### src/rtl/cpu_pkg.sv
// Shared types for the pipeline controller: PC source select,
// controller FSM states and default widths.
package cpu_pkg;

    localparam int REG_W_DEF = 3;
    localparam int CNT_W_DEF = 16;

    typedef enum logic [1:0] {
        PC_SEL_INC = 2'd0,
        PC_SEL_IMM = 2'd1,
        PC_SEL_REG = 2'd2
    } pc_sel_e;

    typedef enum logic [1:0] {
        ST_BOOT = 2'd0,
        ST_RUN  = 2'd1,
        ST_HALT = 2'd2
    } state_e;

endpackage

### src/rtl/cpu_hazard_detect.sv
// Read-after-write hazard between the decode-stage sources and the
// destinations of the execute and writeback stages.
module cpu_hazard_detect #(
    parameter int REG_W = 3
) (
    input  logic             de_valid,
    input  logic             ex_valid,
    input  logic             rfw_valid,
    input  logic             rd_rx,
    input  logic             rd_ry,
    input  logic [REG_W-1:0] rx,
    input  logic [REG_W-1:0] ry,
    input  logic             ex_wr,
    input  logic [REG_W-1:0] ex_rw,
    input  logic             rfw_wr,
    input  logic [REG_W-1:0] rfw_rw,
    output logic             hazard
);

    logic ex_live;
    logic rfw_live;
    logic match_rx;
    logic match_ry;

    // Only a valid stage that actually writes can block decode.
    assign ex_live  = ex_valid & ex_wr;
    assign rfw_live = rfw_valid & rfw_wr;

    assign match_rx = (ex_live & (ex_rw == rx)) | (rfw_live & (rfw_rw == rx));
    assign match_ry = (ex_live & (ex_rw == ry)) | (rfw_live & (rfw_rw == ry));

    assign hazard = de_valid & ((rd_rx & match_rx) | (rd_ry & match_ry));

endmodule

### src/rtl/cpu_pipeline_control.sv
// Three-stage pipeline controller: PC source/enable, decode hold,
// stage-valid tracking, halt handling and stall/flush statistics.
module cpu_pipeline_control
    import cpu_pkg::*;
#(
    parameter int REG_W = REG_W_DEF,
    parameter int CNT_W = CNT_W_DEF
) (
    input  logic             clk,
    input  logic             reset,
    input  logic             i_de_jump_i,
    input  logic             i_ex_jump_r,
    input  logic             i_de_rd_rx,
    input  logic             i_de_rd_ry,
    input  logic [REG_W-1:0] i_de_rx,
    input  logic [REG_W-1:0] i_de_ry,
    input  logic             i_ex_wr,
    input  logic             i_rfw_wr,
    input  logic [REG_W-1:0] i_ex_rw,
    input  logic [REG_W-1:0] i_rfw_rw,
    input  logic             i_rfw_halt,
    output logic             o_pc_rd,
    output logic [1:0]       o_pc_addr_sel,
    output logic             o_pc_en,
    output logic             o_de_hold,
    output logic             o_de_valid,
    output logic             o_ex_valid,
    output logic             o_rfw_valid,
    output logic             o_halted,
    output logic [CNT_W-1:0] o_stall_cycles,
    output logic [CNT_W-1:0] o_flush_count
);

    state_e  state;
    state_e  state_next;
    pc_sel_e sel;

    logic de_valid;
    logic ex_valid;
    logic rfw_valid;
    logic de_next;
    logic ex_next;
    logic rfw_next;
    logic hazard;
    logic jr;
    logic ji;
    logic stall_inc;
    logic flush_inc;

    cpu_hazard_detect #(
        .REG_W(REG_W)
    ) u_hazard (
        .de_valid (de_valid),
        .ex_valid (ex_valid),
        .rfw_valid(rfw_valid),
        .rd_rx    (i_de_rd_rx),
        .rd_ry    (i_de_rd_ry),
        .rx       (i_de_rx),
        .ry       (i_de_ry),
        .ex_wr    (i_ex_wr),
        .ex_rw    (i_ex_rw),
        .rfw_wr   (i_rfw_wr),
        .rfw_rw   (i_rfw_rw),
        .hazard   (hazard)
    );

    assign jr = ex_valid & i_ex_jump_r;
    assign ji = de_valid & i_de_jump_i & ~hazard;

    always_comb begin
        state_next = state;
        sel        = PC_SEL_INC;
        o_pc_rd    = 1'b0;
        o_pc_en    = 1'b0;
        o_de_hold  = 1'b0;
        de_next    = de_valid;
        ex_next    = ex_valid;
        rfw_next   = rfw_valid;
        stall_inc  = 1'b0;
        flush_inc  = 1'b0;
        unique case (state)
            ST_BOOT: begin
                o_pc_rd    = 1'b1;
                o_pc_en    = 1'b1;
                de_next    = 1'b1;
                ex_next    = 1'b0;
                rfw_next   = 1'b0;
                state_next = ST_RUN;
            end
            ST_RUN: begin
                rfw_next = ex_valid;
                if (jr) begin
                    // The decode instruction is on the wrong path.
                    o_pc_rd   = 1'b1;
                    o_pc_en   = 1'b1;
                    sel       = PC_SEL_REG;
                    de_next   = 1'b1;
                    ex_next   = 1'b0;
                    flush_inc = 1'b1;
                end else if (hazard) begin
                    o_de_hold = 1'b1;
                    ex_next   = 1'b0;
                    stall_inc = 1'b1;
                end else if (ji) begin
                    o_pc_rd = 1'b1;
                    o_pc_en = 1'b1;
                    sel     = PC_SEL_IMM;
                    de_next = 1'b1;
                    ex_next = 1'b1;
                end else begin
                    o_pc_rd = 1'b1;
                    o_pc_en = 1'b1;
                    de_next = 1'b1;
                    ex_next = de_valid;
                end
                if (i_rfw_halt && rfw_valid) begin
                    state_next = ST_HALT;
                    de_next    = 1'b0;
                    ex_next    = 1'b0;
                    rfw_next   = 1'b0;
                end
            end
            ST_HALT: begin
                o_de_hold = 1'b1;
                de_next   = 1'b0;
                ex_next   = 1'b0;
                rfw_next  = 1'b0;
            end
            default: begin
                state_next = ST_BOOT;
            end
        endcase
    end

    always_ff @(posedge clk) begin
        if (reset) begin
            state          <= ST_BOOT;
            de_valid       <= 1'b0;
            ex_valid       <= 1'b0;
            rfw_valid      <= 1'b0;
            o_stall_cycles <= '0;
            o_flush_count  <= '0;
        end else begin
            state     <= state_next;
            de_valid  <= de_next;
            ex_valid  <= ex_next;
            rfw_valid <= rfw_next;
            if (stall_inc && (o_stall_cycles != '1))
                o_stall_cycles <= o_stall_cycles + CNT_W'(1);
            if (flush_inc && (o_flush_count != '1))
                o_flush_count <= o_flush_count + CNT_W'(1);
        end
    end

    assign o_pc_addr_sel = sel;
    assign o_de_valid    = de_valid;
    assign o_ex_valid    = ex_valid;
    assign o_rfw_valid   = rfw_valid;
    assign o_halted      = (state == ST_HALT);

endmodule

### config.mk
export PLATFORM = sky130hd
export DESIGN_NAME = cpu_pipeline_control
export DESIGN_NICKNAME = d
export VERILOG_FILES = /design/src/rtl/cpu_pkg.sv /design/src/rtl/cpu_hazard_detect.sv /design/src/rtl/cpu_pipeline_control.sv
export SDC_FILE = /design/constraint.sdc
export NUM_CORES = 1
export LEC_CHECK = 0
export ABC_CLOCK_PERIOD_IN_PS = 3700
export CORE_MARGIN = 2
export CORE_UTILIZATION = 43
export DETAILED_ROUTE_END_ITERATION = 10
export PLACE_DENSITY = 0.74
export SETUP_SLACK_MARGIN = 0.2
export SYNTH_ARGS = -nofsm -noshare
export SYNTH_HDL_FRONTEND = slang
export SYNTH_SLANG_ARGS = --single-unit
### constraint.sdc
create_clock -name clk -period 3.7 [get_ports clk]
set_clock_uncertainty 0.05 [all_clocks]
set_input_delay 1.11 -clock clk [delete_from_list [all_inputs] [get_ports clk]]
set_output_delay 1.11 -clock clk [all_outputs]
set_load 0.01 [all_outputs]
==> qor.log <==
INFO  worst_setup_path worstSetupStartpointType=input pin
INFO  power_and_ir_drop ir_drop=0.242mV
INFO  clock_network  tritoncts=yes
INFO  job            maxcap_viol_count=0
INFO  timing         rsz0062_at_grt=yes
INFO  status         run_status=finished, final reports clean
INFO  synthesis      async_flop_share=0
INFO  clock_network  cts_root_buf=sky130_fd_sc_hd__clkbuf_8
INFO  detailed_routing maxUsedRoutingLayer=met4
INFO  worst_setup_path critPathArrivalTime=2.46ns
INFO  synthesis      synth_compound_area_frac=0.126
INFO  detailed_routing firstDrtPassIters=4
INFO  synthesis      netlist.area_leader.share=0.360
INFO  grt            grt_first_pass_wirelength=8120µm
INFO  worst_setup_path slowest_stage_cell_cp=sky130_fd_sc_hd__or4_4
INFO  finish         layout_commonest_cell=sky130_fd_sc_hd__clkdlybuf4s50_1
INFO  worst_setup_path setup.worst_path.class=in -> out
INFO  detailed_routing drc=0
INFO  synthesis      synthesis.nets=270
INFO  synthesis      synth_enable_flop_cells=0
INFO  synthesis      synth_xor_area_frac=0.106
INFO  power_and_ir_drop powerDensity=359nW/µm²
INFO  worst_hold_path class_of_the_tightest_hold_or_removal_check=reg -> reg
INFO  synthesis      synth.area.mux_share=0.0371
INFO  timing         clock.fmax=0.276GHz
INFO  synthesis      synthSimpleGateAreaFrac=0.306
INFO  grt            grt_max_degree=23
INFO  synthesis      synth_top_family_by_area=simple AND/OR/NAND/NOR gates
INFO  floorplanning  floorplan.core_area=4660µm²
INFO  grt            globalRoute.totalOverflow=0
INFO  worst_hold_path hold_path_startpoint=o_stall_cycles[10]
INFO  detailed_routing wire_per_inst=13.3µm
INFO  finish         number_of_inserted_filler_cells_in_the_final_layout=425
INFO  floorplanning  chipHeight=73.2µm
INFO  finish         area_growth=45.3%
INFO  worst_setup_path crit_path_max_fanout=3
INFO  detailed_routing detailroute.via_count=2065
INFO  clock_network  cts_inserted_buffers=5
INFO  synthesis      synthAdderAreaFrac=0.0365
INFO  power_and_ir_drop p_leak=1.11nW
INFO  placement      routabilityCongestion=0.795
INFO  worst_setup_path crit_required=2.54ns
INFO  floorplanning  io_pins=62
INFO  detailed_routing wl_met2=2400µm
INFO  timing         worst_slew_margin_rel=0.498
INFO  floorplanning  initial_utilization=0.442
INFO  finish         final_net_count=352
INFO  finish         layout.cells.most_common_list=sky130_fd_sc_hd__clkdlybuf4s50_1 (42), sky130_fd_sc_hd__dfxtp_1 (37), sky130_fd_sc_hd__nor2_1 (30), sky130_fd_sc_hd__xor2_1 (20), sky130_fd_sc_hd__nand2_1 (17)
INFO  timing         min_period=3.62ns
INFO  clock_network  worstSkewPairLatency=0.29ns
INFO  synthesis      syn_area_per_cell=8.48µm²
INFO  clock_network  clkSlewWorstSetupHoldPaths=0.07ns
INFO  grt            groute.usage.overall=0.191
INFO  worst_setup_path path_cells=buf_6, xor2_1, or4_4, nand2_2, a22oi_2, o21ai_1, nand2b_1, buf_2
INFO  synthesis      ffs_latches_synth=37
INFO  floorplanning  die_w=73.2µm
INFO  clock_network  htreeDepth=2
INFO  floorplanning  design.die.area=5360µm²
INFO  detailed_routing drt_iter0_drc=59
INFO  synthesis      post_synth_main_area_contributors=sky130_fd_sc_hd__dfxtp_1 (36%), sky130_fd_sc_hd__xor2_1 (8.9%), sky130_fd_sc_hd__nor2_1 (5.5%)
INFO  grt            initial_antenna_violation_count=0
INFO  finish         finalCoreUtilization=0.642
INFO  finish         antennaDiodeCount=0
INFO  worst_setup_path cp-startpoint=i_rfw_rw[1]
INFO  detailed_routing antenna_left=0
INFO  detailed_routing wirelength=5060µm
INFO  placement      detailed_place_hpwl=3590µm
INFO  clock_network  clock-sinks=37
INFO  timing         finalSetupViolations=0
INFO  timing         hold_viol=0
INFO  detailed_routing met3_wirelength=347µm
INFO  timing         layout_worst_path_cycle_share=0.978
INFO  synthesis      synthesis.instances=243
INFO  synthesis      number_of_warnings_printed_during_yosys_synthesis=0
INFO  power_and_ir_drop total_power=1.07mW
INFO  placement      io_buffers=61
INFO  finish         drive_gt1_frac=0.190
INFO  clock_network  clockBufferDepth=2
INFO  timing         fin_worst_hold_slack=0.459ns
INFO  worst_setup_path timing.critical_path.to_type=output pin
INFO  grt            first_global_vias=1879
INFO  floorplanning  placement_rows=25
INFO  detailed_routing route.detailed.vias_per_inst=5.43
INFO  synthesis      synth_seq_area_share=0.360
INFO  synthesis      post-synth-top-area-cell=sky130_fd_sc_hd__dfxtp_1
INFO  timing         maxSlewViolCount=0
INFO  worst_setup_path slowest_delay=0.57ns
INFO  synthesis      synth_top_flop_cell=sky130_fd_sc_hd__dfxtp_1
INFO  timing         max_slew.worst_pin.slew=0.752ns
INFO  synthesis      syn_area=2060µm²
INFO  worst_setup_path r2r_start=o_ex_valid
INFO  detailed_routing route.layer.met1.wl=2260µm
INFO  synthesis      synthDistinctLibCells=45
==> sequential cells by signal (all words and copies together), names as in the netlist <==
| signal | flops |
|---|---|
| o_flush_count | 16 |
| o_stall_cycles | 16 |
| state | 2 |
| o_de_valid | 1 |
| o_ex_valid | 1 |
| o_rfw_valid | 1 |
==> cells in the mapped netlist (5+ instances only) <==
master,instances
sky130_fd_sc_hd__ha_1,6
sky130_fd_sc_hd__or4_1,5
sky130_fd_sc_hd__nor2_1,30
sky130_fd_sc_hd__xor2_1,21
sky130_fd_sc_hd__nor2b_1,6
sky130_fd_sc_hd__nand2_1,21
sky130_fd_sc_hd__dfxtp_1,37
sky130_fd_sc_hd__or3_1,8
sky130_fd_sc_hd__nor3_1,8
sky130_fd_sc_hd__o21ai_1,6
sky130_fd_sc_hd__a21oi_1,15
sky130_fd_sc_hd__nand3_1,15
sky130_fd_sc_hd__mux2_1,5
==> per-layer routing <==
| layer | global-route usage | up-vias |
|---|---|---|
| met4 | 0.0597 | 0 |
| met5 | 0 | - |
| met3 | 0.0608 | 6 |
| li1 | - | 1042 |
| met2 | 0.322 | 61 |
| met1 | 0.229 | 956 |
==> critical path: cells and delay by family <==
family	cells	cell delay, ns
xor gates and xnor gates	1	0.15
buffers and inverters	2	0.24
and+or+nand+nor	3	0.73
AOI/OAI and AO/OA	2	0.23
==> logic make-up after synthesis <==
| kind of cell | after synthesis |
|---|---|
| multiplexers | 7 |
| XOR/XNOR | 25 |
| AO/OA/AOI/OAI | 39 |
| adder cells (fa/ha/maj) | 6 |
| flip-flops | 37 |
| AND/OR/NAND/NOR | 117 |
| buffers and inverters | 12 |
==> stage by stage <==
step	worst slack, ns	cell area [µm²]	cells	TNS [ns]
floorplan	0.200	2070	243	0
global placement	-0.595	2790	361	-2.35
detailed placement	-0.624	2790	361	-2.42
CTS	0.0833	2940	379	0
global route	0.0303	2990	380	0
finish	0.0819	2990	380	0
==> final timing paths <==
check	cells past startpoint	to	slack, ns
setup / recovery	8	o_pc_en	0.08
hold / removal	2	o_stall_cycles[10]	0.46
setup reg to reg	18	o_ex_valid	0.75
hold reg to reg	2	o_stall_cycles[10]	0.46
==> layout make-up <==
| type | count | area, µm² | share of cell area |
|---|---|---|---|
| multi-input cells | 194 | 1280 | 0.429 |
| flip-flops and latches | 37 | 741 | 0.248 |
| clock inverters | 3 | 46.3 | 0.0155 |
| clock buffers | 5 | 68.8 | 0.0230 |
| well taps | 54 | 67.6 | 0.0226 |
| repair buffers | 83 | 769 | 0.257 |
| inverters | 4 | 15.0 | 0.00502 |
==> power by group <==
part / internal [mW] / leakage, nW / switching (mW) / total, mW
Sequential: 0.418 / 0.299 / 0.0220 / 0.440
Clock: 0.202 / 0.0543 / 0.151 / 0.352
Combinational: 0.135 / 0.753 / 0.145 / 0.280
==> what timing repair did <==
action                     4_1_cts  5_1_grt
pin swaps                       15       14
setup endpoints to repair        5        5
hold buffers                     0        0
gates cloned                     0        0
gates resized for setup         77       15
buffers inserted                10        1
(Power assumes the default switching activity.)
